==> config.mk <==
export PLATFORM = sky130hd
export DESIGN_NAME = riscv_writeback_flat
export DESIGN_NICKNAME = d
export VERILOG_FILES = /design/src/rtl/riscv_writeback_pkg.sv /design/src/rtl/riscv_writeback_if.sv /design/src/rtl/riscv_load_queue.sv /design/src/rtl/riscv_writeback.sv /design/src/flat_wrapper.sv
export SDC_FILE = /design/constraint.sdc
export NUM_CORES = 1
export LEC_CHECK = 0
export CORE_UTILIZATION = 46
export CTS_CLUSTER_SIZE = 24
export DETAILED_ROUTE_END_ITERATION = 10
export HOLD_SLACK_MARGIN = 0.06
export PLACE_DENSITY = 0.82
export SYNTH_ARGS = -nofsm -noshare
export SYNTH_HDL_FRONTEND = slang
export SYNTH_SLANG_ARGS = --single-unit
==> constraint.sdc <==
create_clock -name clock -period 2.5 [get_ports clock]
set_input_delay 0.5 -clock clock [delete_from_list [all_inputs] [get_ports clock]]
set_output_delay 0.5 -clock clock [all_outputs]
set_load 0.1 [all_outputs]
==> src/rtl/riscv_writeback_pkg.sv <==
// riscv_writeback_pkg: shared register-file sizing, load funct3 codes and the load queue entry layout
package riscv_writeback_pkg;
   localparam int REG_COUNT = 32;
   localparam int REG_W = $clog2(REG_COUNT);
   localparam logic [2:0] LOAD_LB  = 3'b000;
   localparam logic [2:0] LOAD_LH  = 3'b001;
   localparam logic [2:0] LOAD_LW  = 3'b010;
   localparam logic [2:0] LOAD_LBU = 3'b100;
   localparam logic [2:0] LOAD_LHU = 3'b101;
   typedef struct packed {
      logic [REG_W-1:0] rd_index;
      logic [2:0]       funct3;
      logic [1:0]       addr_lo;
   } load_entry_t;
endpackage

==> src/rtl/riscv_writeback_if.sv <==
// riscv_writeback_if: ALU result, load issue, memory response, hazard check and register-file write bundle
// master drives ALU/issue/response/check inputs; slave (the write-back stage) drives ready, stall, write port, count, error
interface riscv_writeback_if #(parameter int LOAD_DEPTH = 2);
   import riscv_writeback_pkg::*;
   logic                        alu_valid, alu_ready;
   logic [REG_W-1:0]            alu_rd_index;
   logic [31:0]                 alu_rd;
   logic                        load_issue_valid, load_issue_ready;
   logic [REG_W-1:0]            load_issue_rd_index;
   logic [2:0]                  load_issue_funct3;
   logic [1:0]                  load_issue_addr_lo;
   logic                        mem_rdata_valid;
   logic [31:0]                 mem_rdata;
   logic [REG_W-1:0]            check_rs1_index, check_rs2_index;
   logic                        stall;
   logic                        enable_write_rd;
   logic [REG_W-1:0]            rd_index;
   logic [31:0]                 rd;
   logic [$clog2(LOAD_DEPTH):0] pending_count;
   logic                        wb_error;
   modport master (
      output alu_valid, alu_rd_index, alu_rd, load_issue_valid, load_issue_rd_index, load_issue_funct3,
             load_issue_addr_lo, mem_rdata_valid, mem_rdata, check_rs1_index, check_rs2_index,
      input  alu_ready, load_issue_ready, stall, enable_write_rd, rd_index, rd, pending_count, wb_error
   );
   modport slave (
      input  alu_valid, alu_rd_index, alu_rd, load_issue_valid, load_issue_rd_index, load_issue_funct3,
             load_issue_addr_lo, mem_rdata_valid, mem_rdata, check_rs1_index, check_rs2_index,
      output alu_ready, load_issue_ready, stall, enable_write_rd, rd_index, rd, pending_count, wb_error
   );
endinterface

==> src/rtl/riscv_load_queue.sv <==
// riscv_load_queue: in-order FIFO of outstanding loads with per-entry visibility for hazard checks
// ports: clock/reset (async active-low), push/pop with push_data; full, empty, count, head_data,
// entry_valid/entry_data expose every slot
module riscv_load_queue #(
   parameter int DEPTH = 2,
   parameter int WIDTH = 10
) (
   input  logic                   clock,
   input  logic                   reset,
   input  logic                   push,
   input  logic                   pop,
   input  logic [WIDTH-1:0]       push_data,
   output logic                   full,
   output logic                   empty,
   output logic [$clog2(DEPTH):0] count,
   output logic [WIDTH-1:0]       head_data,
   output logic [DEPTH-1:0]       entry_valid,
   output logic [WIDTH-1:0]       entry_data [DEPTH]
);
   localparam int PW = DEPTH > 1 ? $clog2(DEPTH) : 1;
   localparam int CW = $clog2(DEPTH) + 1;
   logic [WIDTH-1:0] data_q [DEPTH];
   logic [WIDTH-1:0] data_d [DEPTH];
   logic [DEPTH-1:0] valid_q, valid_d;
   logic [PW-1:0]    head_q, head_d, tail_q, tail_d;
   logic [CW-1:0]    count_q, count_d;
   logic             push_ok, pop_ok;
   // explicit wrap so non-power-of-two depths never index past the last slot
   function automatic logic [PW-1:0] wrap_inc(logic [PW-1:0] p);
      return p == PW'(DEPTH - 1) ? '0 : p + PW'(1);
   endfunction
   assign full        = count_q == CW'(DEPTH);
   assign empty       = count_q == '0;
   assign push_ok     = push && !full;
   assign pop_ok      = pop && !empty;
   assign count       = count_q;
   assign head_data   = data_q[head_q];
   assign entry_valid = valid_q;
   assign entry_data  = data_q;
   always_comb begin
      data_d  = data_q;
      valid_d = valid_q;
      if (pop_ok) valid_d[head_q] = 1'b0;
      if (push_ok) begin
         data_d[tail_q]  = push_data;
         valid_d[tail_q] = 1'b1;
      end
      head_d  = pop_ok ? wrap_inc(head_q) : head_q;
      tail_d  = push_ok ? wrap_inc(tail_q) : tail_q;
      count_d = count_q + CW'(push_ok) - CW'(pop_ok);
   end
   always_ff @(posedge clock or negedge reset) begin
      if (!reset) begin
         for (int i = 0; i < DEPTH; i++) data_q[i] <= '0;
         valid_q <= '0;
         head_q  <= '0;
         tail_q  <= '0;
         count_q <= '0;
      end else begin
         data_q  <= data_d;
         valid_q <= valid_d;
         head_q  <= head_d;
         tail_q  <= tail_d;
         count_q <= count_d;
      end
   end
endmodule

==> src/rtl/riscv_writeback.sv <==
// riscv_writeback: merges ALU results and in-order load responses into the register-file write port
// ports: clock, reset (async active-low), wb (slave side of riscv_writeback_if): ALU accept, load issue,
// memory response, decode hazard check/stall, registered write port, pending_count, sticky wb_error
module riscv_writeback
   import riscv_writeback_pkg::*;
#(
   parameter int LOAD_DEPTH = 2
) (
   input logic               clock,
   input logic               reset,
   riscv_writeback_if.slave  wb
);
   localparam int LW = $bits(load_entry_t);
   logic                        full, empty, push, pop, alu_take, bad_funct3, hit1, hit2;
   logic [$clog2(LOAD_DEPTH):0] count;
   logic [LW-1:0]               head_data;
   logic [LOAD_DEPTH-1:0]       entry_valid;
   logic [LW-1:0]               entry_data [LOAD_DEPTH];
   logic [REG_W-1:0]            entry_rd [LOAD_DEPTH];
   load_entry_t                 head;
   logic [7:0]                  byte_sel;
   logic [15:0]                 half_sel;
   logic [31:0]                 load_data;
   logic                        we_q, we_d, err_q, err_d;
   logic [REG_W-1:0]            rd_index_q, rd_index_d;
   logic [31:0]                 rd_q, rd_d;
   riscv_load_queue #(.DEPTH(LOAD_DEPTH), .WIDTH(LW)) u_queue (
      .clock       (clock),
      .reset       (reset),
      .push        (push),
      .pop         (pop),
      .push_data   ({wb.load_issue_rd_index, wb.load_issue_funct3, wb.load_issue_addr_lo}),
      .full        (full),
      .empty       (empty),
      .count       (count),
      .head_data   (head_data),
      .entry_valid (entry_valid),
      .entry_data  (entry_data)
   );
   for (genvar i = 0; i < LOAD_DEPTH; i++) begin : g_rd
      load_entry_t e;
      assign e           = load_entry_t'(entry_data[i]);
      assign entry_rd[i] = e.rd_index;
   end
   assign head                = load_entry_t'(head_data);
   // ready comes from the registered count, so a same-cycle pop never frees a slot early
   assign wb.load_issue_ready = !full;
   assign wb.alu_ready        = !wb.mem_rdata_valid;
   assign push                = wb.load_issue_valid && !full;
   assign pop                 = wb.mem_rdata_valid && !empty;
   assign alu_take            = wb.alu_valid && !wb.mem_rdata_valid;
   assign byte_sel            = 8'(wb.mem_rdata >> {head.addr_lo, 3'b000});
   assign half_sel            = head.addr_lo[1] ? wb.mem_rdata[31:16] : wb.mem_rdata[15:0];
   always_comb begin
      bad_funct3 = !(head.funct3 inside {LOAD_LB, LOAD_LH, LOAD_LW, LOAD_LBU, LOAD_LHU});
      load_data  = head.funct3 == LOAD_LB  ? {{24{byte_sel[7]}}, byte_sel} :
                   head.funct3 == LOAD_LH  ? {{16{half_sel[15]}}, half_sel} :
                   head.funct3 == LOAD_LBU ? {24'd0, byte_sel} :
                   head.funct3 == LOAD_LHU ? {16'd0, half_sel} : wb.mem_rdata;
      we_d       = pop ? head.rd_index != '0 : alu_take && wb.alu_rd_index != '0;
      rd_index_d = pop ? head.rd_index : alu_take ? wb.alu_rd_index : rd_index_q;
      rd_d       = pop ? load_data : alu_take ? wb.alu_rd : rd_q;
      err_d      = err_q || (wb.mem_rdata_valid && empty) || (pop && bad_funct3);
   end
   always_comb begin
      hit1 = we_q && rd_index_q == wb.check_rs1_index;
      hit2 = we_q && rd_index_q == wb.check_rs2_index;
      for (int i = 0; i < LOAD_DEPTH; i++) begin
         hit1 = hit1 || (entry_valid[i] && entry_rd[i] == wb.check_rs1_index);
         hit2 = hit2 || (entry_valid[i] && entry_rd[i] == wb.check_rs2_index);
      end
   end
   // x0 never holds a pending value, so it can never stall
   assign wb.stall = (hit1 && wb.check_rs1_index != '0) || (hit2 && wb.check_rs2_index != '0);
   always_ff @(posedge clock or negedge reset) begin
      if (!reset) begin
         we_q       <= 1'b0;
         rd_index_q <= '0;
         rd_q       <= '0;
         err_q      <= 1'b0;
      end else begin
         we_q       <= we_d;
         rd_index_q <= rd_index_d;
         rd_q       <= rd_d;
         err_q      <= err_d;
      end
   end
   assign wb.enable_write_rd = we_q;
   assign wb.rd_index        = rd_index_q;
   assign wb.rd              = rd_q;
   assign wb.pending_count   = count;
   assign wb.wb_error        = err_q;
endmodule
==> src/flat_wrapper.sv <==
// flat-port wrapper written by rule: the top's interface ports become plain ports
module riscv_writeback_flat import riscv_writeback_pkg::*;
#(
   parameter int LOAD_DEPTH = 2
)
  (clock, reset, wb_alu_valid, wb_alu_rd_index, wb_alu_rd, wb_load_issue_valid, wb_load_issue_rd_index, wb_load_issue_funct3, wb_load_issue_addr_lo, wb_mem_rdata_valid, wb_mem_rdata, wb_check_rs1_index, wb_check_rs2_index, wb_alu_ready, wb_load_issue_ready, wb_stall, wb_enable_write_rd, wb_rd_index, wb_rd, wb_pending_count, wb_wb_error);
  riscv_writeback_if #(.LOAD_DEPTH(LOAD_DEPTH)) wb_i ();
  input logic clock;
  input logic reset;
  input wire logic [$bits(wb_i.alu_valid)-1:0] wb_alu_valid;
  input wire logic [$bits(wb_i.alu_rd_index)-1:0] wb_alu_rd_index;
  input wire logic [$bits(wb_i.alu_rd)-1:0] wb_alu_rd;
  input wire logic [$bits(wb_i.load_issue_valid)-1:0] wb_load_issue_valid;
  input wire logic [$bits(wb_i.load_issue_rd_index)-1:0] wb_load_issue_rd_index;
  input wire logic [$bits(wb_i.load_issue_funct3)-1:0] wb_load_issue_funct3;
  input wire logic [$bits(wb_i.load_issue_addr_lo)-1:0] wb_load_issue_addr_lo;
  input wire logic [$bits(wb_i.mem_rdata_valid)-1:0] wb_mem_rdata_valid;
  input wire logic [$bits(wb_i.mem_rdata)-1:0] wb_mem_rdata;
  input wire logic [$bits(wb_i.check_rs1_index)-1:0] wb_check_rs1_index;
  input wire logic [$bits(wb_i.check_rs2_index)-1:0] wb_check_rs2_index;
  output wire logic [$bits(wb_i.alu_ready)-1:0] wb_alu_ready;
  output wire logic [$bits(wb_i.load_issue_ready)-1:0] wb_load_issue_ready;
  output wire logic [$bits(wb_i.stall)-1:0] wb_stall;
  output wire logic [$bits(wb_i.enable_write_rd)-1:0] wb_enable_write_rd;
  output wire logic [$bits(wb_i.rd_index)-1:0] wb_rd_index;
  output wire logic [$bits(wb_i.rd)-1:0] wb_rd;
  output wire logic [$bits(wb_i.pending_count)-1:0] wb_pending_count;
  output wire logic [$bits(wb_i.wb_error)-1:0] wb_wb_error;
  assign wb_i.alu_valid = wb_alu_valid;
  assign wb_i.alu_rd_index = wb_alu_rd_index;
  assign wb_i.alu_rd = wb_alu_rd;
  assign wb_i.load_issue_valid = wb_load_issue_valid;
  assign wb_i.load_issue_rd_index = wb_load_issue_rd_index;
  assign wb_i.load_issue_funct3 = wb_load_issue_funct3;
  assign wb_i.load_issue_addr_lo = wb_load_issue_addr_lo;
  assign wb_i.mem_rdata_valid = wb_mem_rdata_valid;
  assign wb_i.mem_rdata = wb_mem_rdata;
  assign wb_i.check_rs1_index = wb_check_rs1_index;
  assign wb_i.check_rs2_index = wb_check_rs2_index;
  assign wb_alu_ready = wb_i.alu_ready;
  assign wb_load_issue_ready = wb_i.load_issue_ready;
  assign wb_stall = wb_i.stall;
  assign wb_enable_write_rd = wb_i.enable_write_rd;
  assign wb_rd_index = wb_i.rd_index;
  assign wb_rd = wb_i.rd;
  assign wb_pending_count = wb_i.pending_count;
  assign wb_wb_error = wb_i.wb_error;
  riscv_writeback #(.LOAD_DEPTH(LOAD_DEPTH)) u_core (.clock(clock), .reset(reset), .wb(wb_i));
endmodule
-- After elaboration in Yosys (flattened, before gate mapping)
Index checks and enable logic that the tools add are counted.
- multipliers: 0
- $lt $le $gt $ge: 7
- reductions and logical operators: 38
- multiplexer cells: 24
- divide/modulo/power cells: 0
- $add $sub $neg: 4
- bitwise operators: 5
- shift-type cells: 1
- eq/ne operators: 11
- operators with widths (operator ; count):
    $mux W32 ; 6
    $mux W10 ; 4
    $shr A32 B5 Y8 ; 1
    $eq A5 B5 Y1 ; 6
    $reduce_bool A5 Y1 ; 5
    $bwmux W20 ; 1
    $logic_and A1 B1 Y1 ; 19
    $mux W16 ; 1
    $demux W10 S1 ; 1
    $mux W5 ; 2
    $logic_or A1 B1 Y1 ; 7
    $eq A3 B3 Y1 const B ; 2
    $mux W1 ; 5
    $ge A2 B2 Y1 const B ; 2
    $logic_not A1 Y1 ; 4
    $lt A1 B2 Y1 const B ; 2
    $mux W2 ; 2
    $not A1 Y2 ; 2
    $eq A3 B1 Y1 const B ; 1
    $eq A3 B2 Y1 const B ; 1
    $logic_not A3 Y1 ; 1
    $add A1 B1 Y1 const B ; 2
    $add A2 B1 Y2 ; 1
    $and A2 B2 Y2 ; 1
    9 further kinds ; 11
- register bits after elaboration: 65
- memory bits (writable): 0
- input bits: 94
- bits in read-only memories: 0
- bits in latches: 0
- word-level logic and storage cells: 100
- memories: 0

-- Logic depth before layout (Yosys ltp)
Gate-level depths: netlist of the first run.
- word-level depth: 10
- mapped depth: 8

-- By module
A second synthesis of the first run with hierarchy kept.
- cells, all modules: 413
- area, all modules: 3925.0 µm²
- by module, submodules not included (module ; area each (µm²) ; instances ; cells an instance):
    riscv_writeback ; 2737.6 ; 1 ; 335
    riscv_load_queue ; 1187.4 ; 1 ; 78

-- Least setup slack after synthesis of the first run
OpenSTA, ideal clock, no wires.
- kind: reg-to-output
- start: register u_core.rd_index_q[2] (netlist: u_core.wb.rd_index[2])
- end: output wb_stall
- arrival time: 3.002 ns
- stages on the path, launching flop included: 5
- setup slack: -1.002 ns
- path through: dfrtp_1 > xor2_1 > nor4_1 > a31oi_1 > o211ai_1
- cells in the longest elaborated chain, start to end: 6
- RTL lines (what ; RTL line ; source):
    start: declaration ; riscv_writeback.sv:25 ; logic [REG_W-1:0] rd_index_q, rd_index_d;
    start signal: assignment ; riscv_writeback.sv:83 ; rd_index_q <= rd_index_d;
    $eq A5 B5 Y1 (on tied branches) ; riscv_writeback.sv:66, riscv_writeback.sv:67 ;
    $logic_and A1 B1 Y1 (on tied branches) ; riscv_writeback.sv:66, riscv_writeback.sv:67 ;
    $logic_or A1 B1 Y1 (on tied branches) (2 in a row) ; riscv_writeback.sv:69, riscv_writeback.sv:70 ;
    $logic_and A1 B1 Y1 ; riscv_writeback.sv:74 ; assign wb.stall = (hit1 && wb.check_rs1_index != '0) || (hit2 && wb.check_rs2_index != '0);
    $logic_or A1 B1 Y1 * ; riscv_writeback.sv:74 ;
    end: declaration ; flat_wrapper.sv:23 ; output wire logic [$bits(wb_i.stall)-1:0] wb_stall;
Mark *: on every way between the ends. The rest lies on a longest branch, timed or not.

-- Final worst setup path of the first run
- start: register u_core.u_queue.data_q (netlist bit u_core.u_queue.entry_data[16])
- end: output wb_stall
- cells in the longest elaborated chain, start to end: 6
- RTL lines (what ; RTL line ; source):
    start: declaration ; riscv_load_queue.sv:22 ; logic [WIDTH-1:0] data_q [DEPTH];
    start signal: assignment ; riscv_load_queue.sv:60 ; data_q <= data_d;
    $eq A5 B5 Y1 (on tied branches) ; riscv_writeback.sv:69, riscv_writeback.sv:70 ;
    $logic_and A1 B1 Y1 (on tied branches) ; riscv_writeback.sv:69, riscv_writeback.sv:70 ;
    $logic_or A1 B1 Y1 (on tied branches) (2 in a row) ; riscv_writeback.sv:69, riscv_writeback.sv:70 ;
    $logic_and A1 B1 Y1 ; riscv_writeback.sv:74 ;
    $logic_or A1 B1 Y1 * ; riscv_writeback.sv:74 ;
Marks and branches as above.

==> reports/summary.txt, run 1 <==
=========================================================================================
Per-cell routed wire length                                                       19.2 um
Utilization after layout                                                            0.699
WS Path Type                                                                   reg -> out
Row count                                                                              33
Proportion of netlist area held by the largest area contributor                     0.415
Number of antenna violations at the first check in global routing                       0
Synth area leader                                                            sky130_fd_sc_hd__dfrtp_1
Maximum clock frequency                                                         0.400 GHz
H-Tree Depth                                                                            3
Post-CTS Hold Fix Bufs                                                                  0
Worst setup startpoint                                                       u_core.u_queue.entry_data[16]
Transition time at the pin with the least slew margin                            0.972 ns
Largest net degree at the start of global routing                                      31
Number of cells in the finished layout apart from fillers                             651
Number of buffers on the longest clock path                                             2
GRT Overall Usage                                                                   0.291
Count of flip-flops with a built-in enable after synthesis                              0
WP data required                                                                  2.00 ns
Final net count                                                                       637
Detail Placement HPWL                                                             9280 um
Leading cell type by number of instances after synthesis                     sky130_fd_sc_hd__nand2_1
Die area                                                                        8890 um^2
Clk_skew                                                                        0.0116 ns
Die extent in y                                                                   94.3 um
Weighted congestion at the end of routability-driven global placement               0.880
Critical register-to-register path startpoint                                u_core.u_queue.head_q
Outcome                                                                      finished, final reports clean
1st-iter DRT viols                                                                    203
Proportion of register bits with asynchronous set or reset after synthesis           1.00
Delay of the slowest critical-path stage                                          0.45 ns
Routed via count divided by cell count                                               5.76
TritonRoute pass-1 iters                                                                4
CP Max Fanout                                                                           4
X dimension of the die                                                            94.3 um
Register bit count reported by yosys                                                   65
Clock latency on the worst-skew pair                                              0.35 ns
Vias in the first global route                                                       3763
Worst-path cell with the longest stage delay                                 sky130_fd_sc_hd__dfrtp_2
Post-Syn Instances                                                                    391
Synthesized area                                                                3920 um^2
Top cells by area, synth                                                     sky130_fd_sc_hd__dfrtp_1 42%, sky130_fd_sc_hd__nand2_1 7.9%, sky130_fd_sc_hd__mux2_2 6.0%, sky130_fd_sc_hd__mux2i_1 5.1%, sky130_fd_sc_hd__xnor2_1 4.5%
Type of the tightest min-delay check                                          in -> async
Count of cell types in the netlist                                                     52
Count of unresolved DRC violations after routing                                        0
CTS tree                                                                              yes
Tcrit/Tclk final                                                                    0.999
Kind of capture point of the worst setup path                                primary output
Hold violation total from the final report                                              0
WL final                                                                         12500 um
Number of buffers added on ports                                                      137
Pins over their slew limit                                                              0
Total congestion overflow                                                               0
Final critical-path required period                                               2.50 ns
Mapped Nets                                                                           487
Clock root buffer                                                            sky130_fd_sc_hd__clkbuf_8
Mean Syn Cell Area                                                              10.0 um^2
Clock-pin slew of the registers on the worst-case setup and hold paths            0.08 ns
TritonCTS Sinks                                                                        65
Area of the core                                                                8220 um^2
Count of warnings emitted by yosys                                                      0
Slack of the worst reg-to-reg path                                                0.24 ns
Endpoints failing setup                                                                 0
Via Count                                                                            3752
Kind of start point of the critical path                                             flop
Global-route wire length before repair                                           19300 um
Reg-to-reg critical path endpoint                                            u_core.wb.rd[11]
Cell area after placement                                                       5430 um^2
Cts bufs inserted                                                                       9
RSZ-0062 raised after global routing                                                  yes
Arrival time of the worst setup path                                              2.00 ns
Cell total after placement                                                            632
Fill cell total of the finished layout                                                626
Ordered cell list for the critical path                                      xor2_1 -> nor4_1 -> and3_1 -> a31oi_1 -> o211ai_1 -> clkbuf_16
Number of max-capacitance violations reported                                           0
Layout overhead on the synthesized area                                             46.6%
IO Pins                                                                               138
Count of antenna diodes in the layout                                                   0
Initial core utilization                                                            0.477
Worst Reg-to-Reg Cells                                                                  5
Fraction of layout instances using a drive strength above 1                         0.262
Synth Flop Type                                                              sky130_fd_sc_hd__dfrtp_1
Synth cell count leaders                                                     82 x sky130_fd_sc_hd__nand2_1, 65 x sky130_fd_sc_hd__dfrtp_1, 21 x sky130_fd_sc_hd__mux2_2
Final ANT Viol Nets                                                                     0
Final design area excluding fillers                                             5750 um^2
Headroom to the max-slew limit                                                      0.349
Sequential share of the synthesized area                                            0.415
=========================================================================================
## registers in the layout, indices dropped and copies added, names as in the netlist
register and cells:
u_core.wb.rd 32, u_core.u_queue.entry_data 20, u_core.wb.rd_index 5, u_core.u_queue.count 2, u_core.u_queue.entry_valid 2, u_core.u_queue.head_q 1
u_core.u_queue.tail_q 1, u_core.wb.enable_write_rd 1, u_core.wb.wb_error 1
## through the flow
step	hold slack (ns)	worst slack (ns)	TNS, ns
final	0.0942	0.00163	0
after detailed placement	0.480	-0.265	-0.265
after global routing	0.117	-0.0558	-0.0558
after global placement	0.468	-0.204	-0.204
after floorplan	0.204	-0.702	-0.702
after CTS	0.0971	0.00443	0
## area by class of cell
class                           count  area [um^2]  area share
Clock buffer                       12          165      0.0287
Clock inverter                      4         97.6      0.0170
Inverter                            7         26.3     0.00457
Multi-Input combinational cell    299         2200       0.383
Sequential cell                    65         1640       0.286
Tap cell                          105          131      0.0229
Timing Repair Buffer              159         1480       0.257
## worst max-delay path, delay by kind of cell (launching register included)
kind / cells / cell delay [ns]
AO/OA/AOI/OAI: 2 / 0.32
XOR/XNOR: 1 / 0.16
buffers and inverters: 1 / 0.26
flip-flops: 1 / 0.45
AND/OR/NAND/NOR: 2 / 0.46
## placed cells by master (no fill, tap or decap), types with 4 or more instances in the layout
cell type	n
sky130_fd_sc_hd__a21oi_1	8
sky130_fd_sc_hd__a221o_1	4
sky130_fd_sc_hd__dfrtp_2	8
sky130_fd_sc_hd__nand2b_1	4
sky130_fd_sc_hd__buf_4	60
sky130_fd_sc_hd__a31oi_1	12
sky130_fd_sc_hd__o2bb2ai_1	4
sky130_fd_sc_hd__o21ai_0	8
sky130_fd_sc_hd__clkdlybuf4s50_1	82
sky130_fd_sc_hd__mux2_2	21
sky130_fd_sc_hd__a32oi_1	6
sky130_fd_sc_hd__xor2_1	14
sky130_fd_sc_hd__a32oi_2	10
sky130_fd_sc_hd__clkbuf_8	12
sky130_fd_sc_hd__dlygate4sd2_1	4
sky130_fd_sc_hd__mux2i_1	20
sky130_fd_sc_hd__xnor2_1	20
sky130_fd_sc_hd__and3_1	10
sky130_fd_sc_hd__a22oi_1	9
sky130_fd_sc_hd__inv_1	5
sky130_fd_sc_hd__nor2_1	13
sky130_fd_sc_hd__nand2_1	82
sky130_fd_sc_hd__dfrtp_1	55
sky130_fd_sc_hd__o22ai_1	8
## layer usage
metal / share of wire / track usage / vias up
met4: 0.034 / 0.142 / 0
met5: 0 / 0 / -
met2: 0.49 / 0.472 / 171
li1: - / - / 1724
met1: 0.40 / 0.365 / 1823
met3: 0.070 / 0.0680 / 34
## worst max-delay path by stage
stage,endpoint,slack (ns)
after floorplan,wb_stall,-0.70
after global placement,wb_stall,-0.20
after detailed placement,wb_stall,-0.26
after CTS,wb_stall,0.004
after global routing,wb_stall,-0.06
final,wb_stall,0.002
## cells by family after synthesis
group,Yosys count,share of synthesized area
simple gates,130,0.149
compound gates,88,0.192
flops,65,0.415
mux,45,0.128
xor+xnor,34,0.0760
buf+inv,27,0.0332
fa+ha+maj,2,0.00638
## timing repair
item | in CTS | in global routing
buffers inserted | 1 | 2
setup endpoints to repair | 1 | 1
pin swaps | 6 | 7
gates resized for setup | 16 | 10
Power of run 1 is left out: the tool's default activity adds up to more than one toggle a clock period on the data nets, which glitch-free logic cannot reach.
==> run 2, diff against run 1 <==
--- a/config.mk
+++ b/config.mk
@@ -9,7 +9,7 @@
 export CTS_CLUSTER_SIZE = 24
 export DETAILED_ROUTE_END_ITERATION = 10
 export HOLD_SLACK_MARGIN = 0.06
-export PLACE_DENSITY = 0.82
+export PLACE_DENSITY = 0.89
 export SYNTH_ARGS = -nofsm -noshare
 export SYNTH_HDL_FRONTEND = slang
 export SYNTH_SLANG_ARGS = --single-unit
==> reports/summary.txt, run 2 (same netlist as run 1, synthesis figures left out) <==
=====================================================================================
Final critical-path required period                                           2.51 ns   +0.0147 ns
Global-route wire length before repair                                       19400 um   +0.29%
Headroom to the max-slew limit                                                  0.380   +0.0310
Transition time at the pin with the least slew margin                        0.925 ns   -0.0463 ns
Final design area excluding fillers                                         5670 um^2   -1.4%
WL final                                                                     12500 um   +0.28%
Tcrit/Tclk final                                                                 1.01   +0.00587
Kind of capture point of the worst setup path                            primary output
Most frequent cells in the layout                                        82 x sky130_fd_sc_hd__nand2_1, 82 x sky130_fd_sc_hd__clkdlybuf4s50_1, 60 x sky130_fd_sc_hd__buf_4, 55 x sky130_fd_sc_hd__dfrtp_1, 21 x sky130_fd_sc_hd__mux2_2
Clock root buffer                                                        sky130_fd_sc_hd__clkbuf_8
Weighted congestion at the end of routability-driven global placement            1.02   +16%
Total Neg Setup Slack                                                      -0.0130 ns   -0.0130 ns
Vias in the first global route                                                   3954   +5.1%
Failing checks                                                           negative setup slack
Area used by sequential logic in the layout                                 1640 um^2   unchanged
Number of antenna violations at the first check in global routing                   0   unchanged
Ordered cell list for the critical path                                  xor2_1 -> nor4_1 -> and3_1 -> a31oi_1 -> o211ai_1 -> clkbuf_16
Outcome                                                                  finished, violations left
X dimension of the die                                                        94.3 um   unchanged
Type of the tightest min-delay check                                      in -> async
Fill cell total of the finished layout                                            590   -5.8%
Crit path max-delay family                                                 flip-flops
Worst-path cell with the longest stage delay                             sky130_fd_sc_hd__dfrtp_2
Arrival time of the worst setup path                                          2.01 ns   about the same
Count of unresolved DRC violations after routing                                    0   unchanged
Detail Placement HPWL                                                         9340 um   +0.61%
WS Path Type                                                               reg -> out
Max reg flops                                                                      32   unchanged
Total congestion overflow                                                           0   unchanged
Maximum clock frequency                                                     0.398 GHz   -0.58%
RSZ-0062 raised after global routing                                              yes
WP data required                                                              2.00 ns   about the same
Combined area of the multi-input logic cells                                2200 um^2   about the same
Delay of the slowest critical-path stage                                      0.45 ns   about the same
TritonCTS Sinks                                                                    65   unchanged
Number of max-capacitance violations reported                                       0   unchanged
Die area                                                                    8890 um^2   unchanged
Via Count                                                                        3858   +2.8%
Layout overhead on the synthesized area                                         44.6%
Number of buffers added on ports                                                  137   unchanged
Pins over their slew limit                                                          0   unchanged
Kind of start point of the critical path                                         flop
TritonRoute pass-1 iters                                                            5   +1
CTS tree                                                                          yes
Fraction of layout instances using a drive strength above 1                     0.261   -0.00135
Row count                                                                          33   unchanged
CP Max Fanout                                                                       4   unchanged
Routed via count divided by cell count                                           5.94   +3.0%
CP bufs+invs                                                                        1   unchanged
Largest net degree at the start of global routing                                  31   unchanged
Initial core utilization                                                        0.477   unchanged
Number of buffers on the longest clock path                                         2   unchanged
Clock-pin slew of the registers on the worst-case setup and hold paths        0.08 ns   about the same
Utilization after layout                                                        0.690   -0.00944
Die extent in y                                                               94.3 um   unchanged
GRT Overall Usage                                                               0.288   -0.00376
Cts bufs inserted                                                                   9   unchanged
Clk_skew                                                                   0.00978 ns   -0.00184 ns
IO Pins                                                                           138   unchanged
Final ANT Viol Nets                                                                 0   unchanged
Count of antenna diodes in the layout                                               0   unchanged
Per-cell routed wire length                                                   19.2 um   +0.43%
Cell area after placement                                                   5410 um^2   -0.28%
Endpoints failing setup                                                             1   +1
1st-iter DRT viols                                                                267   +32%
Post-placement setup slack                                                  -0.267 ns   -0.00200 ns
H-Tree Depth                                                                        3   unchanged
Final net count                                                                   636   -0.16%
Hold violation total from the final report                                          0   unchanged
Clock latency on the worst-skew pair                                          0.35 ns   about the same
Area of the core                                                            8220 um^2   unchanged
Worst Slack Setup Final                                                    -0.0130 ns   -0.0147 ns
=====================================================================================
-- run 2: what timing repair did --
item	in CTS	in global routing
endpoints found under the setup margin	1	1
pin swaps	7	7
hold buffers	0	0
buffers inserted	1	3
gates resized for setup	15	12
-- run 2: metal layers --
layer | global-route usage | up-vias | routed length (um)
li1 | - | 1727 | -
met1 | 0.348 | 1842 | 4960
met2 | 0.462 | 216 | 5960
met3 | 0.0518 | 73 | 843
met4 | 0.203 | 0 | 747
met5 | 0 | - | 0
-- run 2: path summary, 6_finish.rpt --
| path | start | end | slack (ns) | cells past startpoint |
|---|---|---|---|---|
| hold reg to reg | u_core.wb.wb_error | u_core.wb.wb_error | 0.49 | 1 |
| setup / recovery | u_core.u_queue.entry_data[17] | wb_stall | -0.01 | 6 |
| min in group clock | u_core.wb.wb_error | u_core.wb.wb_error | 0.49 | 1 |
| setup reg to reg | u_core.u_queue.head_q | u_core.wb.rd[31] | 0.23 | 7 |
| hold / removal | reset | u_core.wb.rd[16] | 0.08 | 1 |
| max in group asynchronous | reset | u_core.wb.rd_index[2] | 1.70 | 2 |
-- run 2: cell type report --
cell class | count | area share
clock inverter | 5 | 0.00971
clock buffer | 11 | 0.0249
tap | 105 | 0.0232
sequential | 65 | 0.290
inverter | 7 | 0.00464
multi-input combinational | 299 | 0.389
timing repair buffer | 158 | 0.259
-- run 2: metrics by stage --
stage	hold slack, ns	cells
after detailed placement	0.464	630
final	0.0818	650
after global placement	0.458	630
after floorplan	0.204	391
after CTS	0.0846	647
after global routing	0.109	650
-- run 2: worst reg2reg max path, cell delays in order (launching register included) --
cell	delay, ns
sky130_fd_sc_hd__dfrtp_1	0.67
sky130_fd_sc_hd__buf_4	0.30
sky130_fd_sc_hd__inv_2	0.07
sky130_fd_sc_hd__o32a_1	0.39
sky130_fd_sc_hd__nor3b_2	0.29
sky130_fd_sc_hd__a211oi_4	0.08
sky130_fd_sc_hd__buf_4	0.21
sky130_fd_sc_hd__a32oi_1	0.18
Power of run 2 is left out for the same reason.
==> patch 1: new RTL, config.mk and constraints of run 2 <==
`LOAD_DEPTH` is set to 2 in 3 places; all go to 4.
--- a/src/rtl/riscv_writeback_if.sv
+++ b/src/rtl/riscv_writeback_if.sv
@@ -1,6 +1,6 @@
 // riscv_writeback_if: ALU result, load issue, memory response, hazard check and register-file write bundle
 // master drives ALU/issue/response/check inputs; slave (the write-back stage) drives ready, stall, write port, count, error
-interface riscv_writeback_if #(parameter int LOAD_DEPTH = 2);
+interface riscv_writeback_if #(parameter int LOAD_DEPTH = 4);
    import riscv_writeback_pkg::*;
    logic                        alu_valid, alu_ready;
    logic [REG_W-1:0]            alu_rd_index;
--- a/src/rtl/riscv_writeback.sv
+++ b/src/rtl/riscv_writeback.sv
@@ -4,7 +4,7 @@
 module riscv_writeback
    import riscv_writeback_pkg::*;
 #(
-   parameter int LOAD_DEPTH = 2
+   parameter int LOAD_DEPTH = 4
 ) (
    input logic               clock,
    input logic               reset,
--- a/src/flat_wrapper.sv
+++ b/src/flat_wrapper.sv
@@ -1,7 +1,7 @@
 // flat-port wrapper written by rule: the top's interface ports become plain ports
 module riscv_writeback_flat import riscv_writeback_pkg::*;
 #(
-   parameter int LOAD_DEPTH = 2
+   parameter int LOAD_DEPTH = 4
 )
   (clock, reset, wb_alu_valid, wb_alu_rd_index, wb_alu_rd, wb_load_issue_valid, wb_load_issue_rd_index, wb_load_issue_funct3, wb_load_issue_addr_lo, wb_mem_rdata_valid, wb_mem_rdata, wb_check_rs1_index, wb_check_rs2_index, wb_alu_ready, wb_load_issue_ready, wb_stall, wb_enable_write_rd, wb_rd_index, wb_rd, wb_pending_count, wb_wb_error);
   riscv_writeback_if #(.LOAD_DEPTH(LOAD_DEPTH)) wb_i ();
Ports: changed (resized wb_pending_count); port bits go from 138 to 139. The function was not compared with the original's and may differ.
==> patch 1 against run 2 <==
Synthesized area up 37%. Setup slack improved by 0.071 ns. Die area grew 36%. Synthesized cell count is 36% higher. Non-clock buffer count is 13 higher. Design area rose by 30%. Count of clock-buffer cells in the layout stayed put. Routed wire length is 31% higher. Sequential cell count grew 25. Critical endpoint unchanged. Largest cell class unchanged. Highest routed layer unchanged.
Power is not shown: default switching activity piles up to over one toggle a cycle in this logic, so the estimate is an artifact.
==> patch 1: results (changes against run 2) <==
- Count of cell types in the netlist: 48 (was 52)
- Final nets: 777 (was 636)
- Largest net degree at the start of global routing: 53 (was 31)
- Met1 usage: 0.351 (was 0.348)
- Reg2reg path depth: 9 (was 7)
- Vias per inst: 5.90 (was 5.94)
- CP max stage cell: dfrtp_1 (was dfrtp_2)
- CTS root buf: clkbuf_16 (was clkbuf_8)
- Most area-consuming cells after synthesis: dfrtp_1 (42%), mux2_2 (8.6%), xor2_1 (6.7%), nand2_1 (6.1%), mux2i_1 (3.5%) (was dfrtp_1 (42%), nand2_1 (7.9%), mux2_2 (6.0%), mux2i_1 (5.1%), xnor2_1 (4.5%))
- CP top delay family: simple AND/OR/NAND/NOR gates (was flip-flops)
- Flop2flop setup slack: 0.21 ns (was 0.23 ns)
- Buffers on Ports: 138 (was 137)
- Worst Skew: 0.00653 ns (was 0.00978 ns)
- Wire length of the first global-routing pass: 24,600 µm (was 19,400 µm)
- RR Startpoint: u_core.u_queue.count[0]$_DFF_PN0_ (was u_core.u_queue.head_q$_DFFE_PN0P_)
- Post-Syn Nets: 636 (was 487)
- Routed length on met3: 1320 µm (was 843 µm)
- Met2 WL: 7750 µm (was 5960 µm)
- Clock buffer count from CTS: 9 (unchanged)
- Gpl congestion: 0.902 (was 1.02)
- Met1 wire length: 6780 µm (was 4960 µm)
- Crit path DAT: 1.94 ns (was 2.01 ns)
- Top sig layer: met4 (unchanged)
- Initial drt markers: 397 (was 267)
- Met2 usage: 0.460 (was 0.462)
- Cts repair resizes: 19 (was 15)
- Reg-to-reg endpoint: u_core.u_queue.count[2]$_DFF_PN0_ (was u_core.wb.rd[31]$_DFFE_PN0P_)
- GR Layer Usage met3: 0.0400 (was 0.0518)
- Vias in the first global route: 4,692 (was 3,954)
- Post-CTS setup buffer count: 0 (was 1)
- Sequential element share of the synthesized area: 0.419 (was 0.415)
- Post-synth top cells: dfrtp_1 (90), nand2_1 (87), mux2_2 (41), xor2_1 (41), o21ai_0 (30) (was nand2_1 (82), dfrtp_1 (65), mux2_2 (21))
- CTS clock-pin slew for the worst setup and hold paths: 0.06 ns (was 0.08 ns)
- Dpl hpwl: 12,100 µm (was 9340 µm)
- Outcome: finished, final reports clean (was finished with violations)
- Share of cells above drive strength 1: 0.265 (was 0.261)
- Worst-margin pin slew: 0.650 ns (was 0.925 ns)
- TritonRoute pass-1 iters: 6 (was 5)
- Tot GR Track Use: 0.273 (was 0.288)
- Largest register FFs: 40 (was 32)
- Per-cell routed wire length: 20.0 µm (was 19.2 µm)
patch 1: cell types whose count changed after synthesis, sizes merged, moves of 9 or more:
cell           run 2  this run
nand3              2        16
a211oi             3        17
o21ai             12        35
dfrtp             65        90
buf                6        19
a31oi             12        29
mux4               0         9
mux2              22        41
xnor2             20        11
xor2              14        41
patch 1: worst max-delay path by stage:
stage,from,end,slack [ns],depth (start not counted)
2_1_floorplan,u_core.u_queue.count[0]$_DFF_PN0_,u_core.u_queue.count[2]$_DFF_PN0_,0.002,9
3_3_place_gp,wb_check_rs2_index[4],wb_stall,-0.29,8
3_5_place_dp,wb_check_rs2_index[3],wb_stall,-0.29,7
4_1_cts,u_core.u_queue.entry_data[6]$_DFFE_PN0P_,wb_stall,0.02,7
5_1_grt,wb_check_rs1_index[2],wb_stall,-0.003,8
6_report,u_core.u_queue.entry_data[8]$_DFFE_PN0P_,wb_stall,0.06,7
patch 1: kinds of logic after synthesis:
kind of cell,count (synthesis),synth area share
simple gates,141,0.118
compound gates,114,0.143
flops,90,0.419
mux,70,0.162
buf+inv,53,0.0467
xor+xnor,52,0.0846
fa+ha+maj,11,0.0270
patch 1: area by class of cell:
class / count / area [µm²]
fill: 895 / 4070
multi-input combinational: 388 / 2980
sequential: 90 / 2270
timing repair buffer: 171 / 1570
clock buffer: 11 / 233
tap: 143 / 179
clock inverter: 4 / 76.3
inverter: 12 / 47.5
patch 1: stage by stage:
step                      instance area, µm²  std cells  worst slack (ns)  hold slack [ns]  TNS (ns)
after floorplan                         5460        531           0.00195            0.204         0
after global placement                  6970        801            -0.285            0.444    -0.285
after detailed placement                6970        801            -0.290            0.454    -0.290
after CTS                               7300        816            0.0226            0.149         0
after global routing                    7350        819          -0.00286            0.172  -0.00286
final                                   7350        819            0.0576            0.145         0
==> patch 2: new RTL, config.mk and constraints of run 2 <==
Made on the original files. Take the reset off `rd_q` and load it in a clocked block of its own.
--- a/src/rtl/riscv_writeback.sv
+++ b/src/rtl/riscv_writeback.sv
@@ -76,14 +76,16 @@
       if (!reset) begin
          we_q       <= 1'b0;
          rd_index_q <= '0;
-         rd_q       <= '0;
          err_q      <= 1'b0;
       end else begin
          we_q       <= we_d;
          rd_index_q <= rd_index_d;
-         rd_q       <= rd_d;
          err_q      <= err_d;
       end
+   end
+
+   always_ff @(posedge clock) begin
+      rd_q <= rd_d;
    end
    assign wb.enable_write_rd = we_q;
    assign wb.rd_index        = rd_index_q;
Check against the original RTL: not equivalent (a bounded check fails within 4 cycles, from zero or initial values and one cycle with reset low).
==> patch 2 against run 2 <==
Setup slack better by 0.087 ns. Synthesized area down 5.7%. Die area down 5.5%. Routed wire length down 12%. Design area down 4.0%. Sequential cell count unchanged.
==> patch 2: results (changes against run 2) <==
- Crit path DAT: 1.93 ns (was 2.01 ns)
- Fin crit share: 0.970 (was 1.01)
- Post-Syn Nets: 428 (was 487)
- Share of cells above drive strength 1: 0.288 (was 0.261)
- Gpl congestion: 0.874 (was 1.02)
- Per-cell routed wire length: 18.6 µm (was 19.2 µm)
- Most area-consuming cells after synthesis: edfxtp_1 (26%), dfrtp_1 (22%), mux2_2 (7.0%), xor2_1 (5.7%), a21oi_1 (4.6%) (was dfrtp_1 (42%), nand2_1 (7.9%), mux2_2 (6.0%), mux2i_1 (5.1%), xnor2_1 (4.5%))
- Met1 usage: 0.329 (was 0.348)
- Worst Skew: 0.0112 ns (was 0.00978 ns)
- Dpl hpwl: 8400 µm (was 9340 µm)
- DP Cell Count: 573 (was 630)
- Reg-to-reg endpoint: u_core.wb.rd[23]$_DFFE_PP_ (was u_core.wb.rd[31]$_DFFE_PN0P_)
- Worst Setup SP: u_core.u_queue.entry_data[19]$_DFFE_PN0P_ (was u_core.u_queue.entry_data[17]$_DFFE_PN0P_)
- CP top delay family: simple AND/OR/NAND/NOR gates (was flip-flops)
- Worst Hold Class: flip-flop to flip-flop (was input pin to async pin)
- Most frequent cell after synthesis: a21oi_1 (was nand2_1)
- Met1 wire length: 4550 µm (was 4960 µm)
- Post-synth EDFFs: 32 (was 0)
- Cells after Synth: 332 (was 391)
- # fillers: 554 (was 590)
- Worst skew pair latency: 0.33 ns (was 0.35 ns)
- Synth Area in Adders: 0.00677 (was 0.00639)
- Ys async rst share: 0.508 (was 1.00)
- Wire length of the first global-routing pass: 16,500 µm (was 19,400 µm)
- Post-DP Area: 0.00523 mm² (was 0.00541 mm²)
- Largest net degree at the start of global routing: 39 (was 31)
- Sequential element share of the synthesized area: 0.483 (was 0.415)
- Met2 usage: 0.430 (was 0.462)
- Cts repair resizes: 13 (was 15)
- Outcome: finished, final reports clean (was finished with violations)
- Post-Place Setup Slack: -0.272 ns (was -0.267 ns)
- XOR/XNOR share of the synthesized area: 0.0805 (was 0.0760)
- Post-synthesis compound-gate area fraction: 0.169 (was 0.192)
- Post-CTS setup buffer count: 0 (was 1)
- Hold_ws: 0.463 ns (was 0.0818 ns)
- Vias in the first global route: 3,382 (was 3,954)
- Routed length on met3: 633 µm (was 843 µm)
- Relative slew slack: 0.560 (was 0.380)
-- patch 2: cell count changes in the layout (fill, tap and decap cells not counted), sizes merged, moves of 8 or more --
| cell | run 2 | this run |
|---|---|---|
| dfrtp | 65 | 33 |
| a21oi | 8 | 44 |
| a32oi | 16 | 0 |
| xnor2 | 20 | 10 |
| nand2 | 82 | 12 |
| nor2 | 14 | 35 |
| edfxtp | 0 | 32 |
| a31oi | 12 | 1 |
| and3 | 10 | 2 |
| xor2 | 14 | 24 |
-- patch 2: area by class of cell --
cell class | instances | area (µm²) | share of cell area
Inverter | 4 | 15.0 | 0.00276
Timing Repair Buffer | 157 | 1450 | 0.267
Clock buffer | 15 | 166 | 0.0306
Clock inverter | 1 | 5.00 | 0.000920
Multi-Input combinational cell | 248 | 1870 | 0.344
Sequential cell | 65 | 1800 | 0.331
Tap cell | 102 | 128 | 0.0235
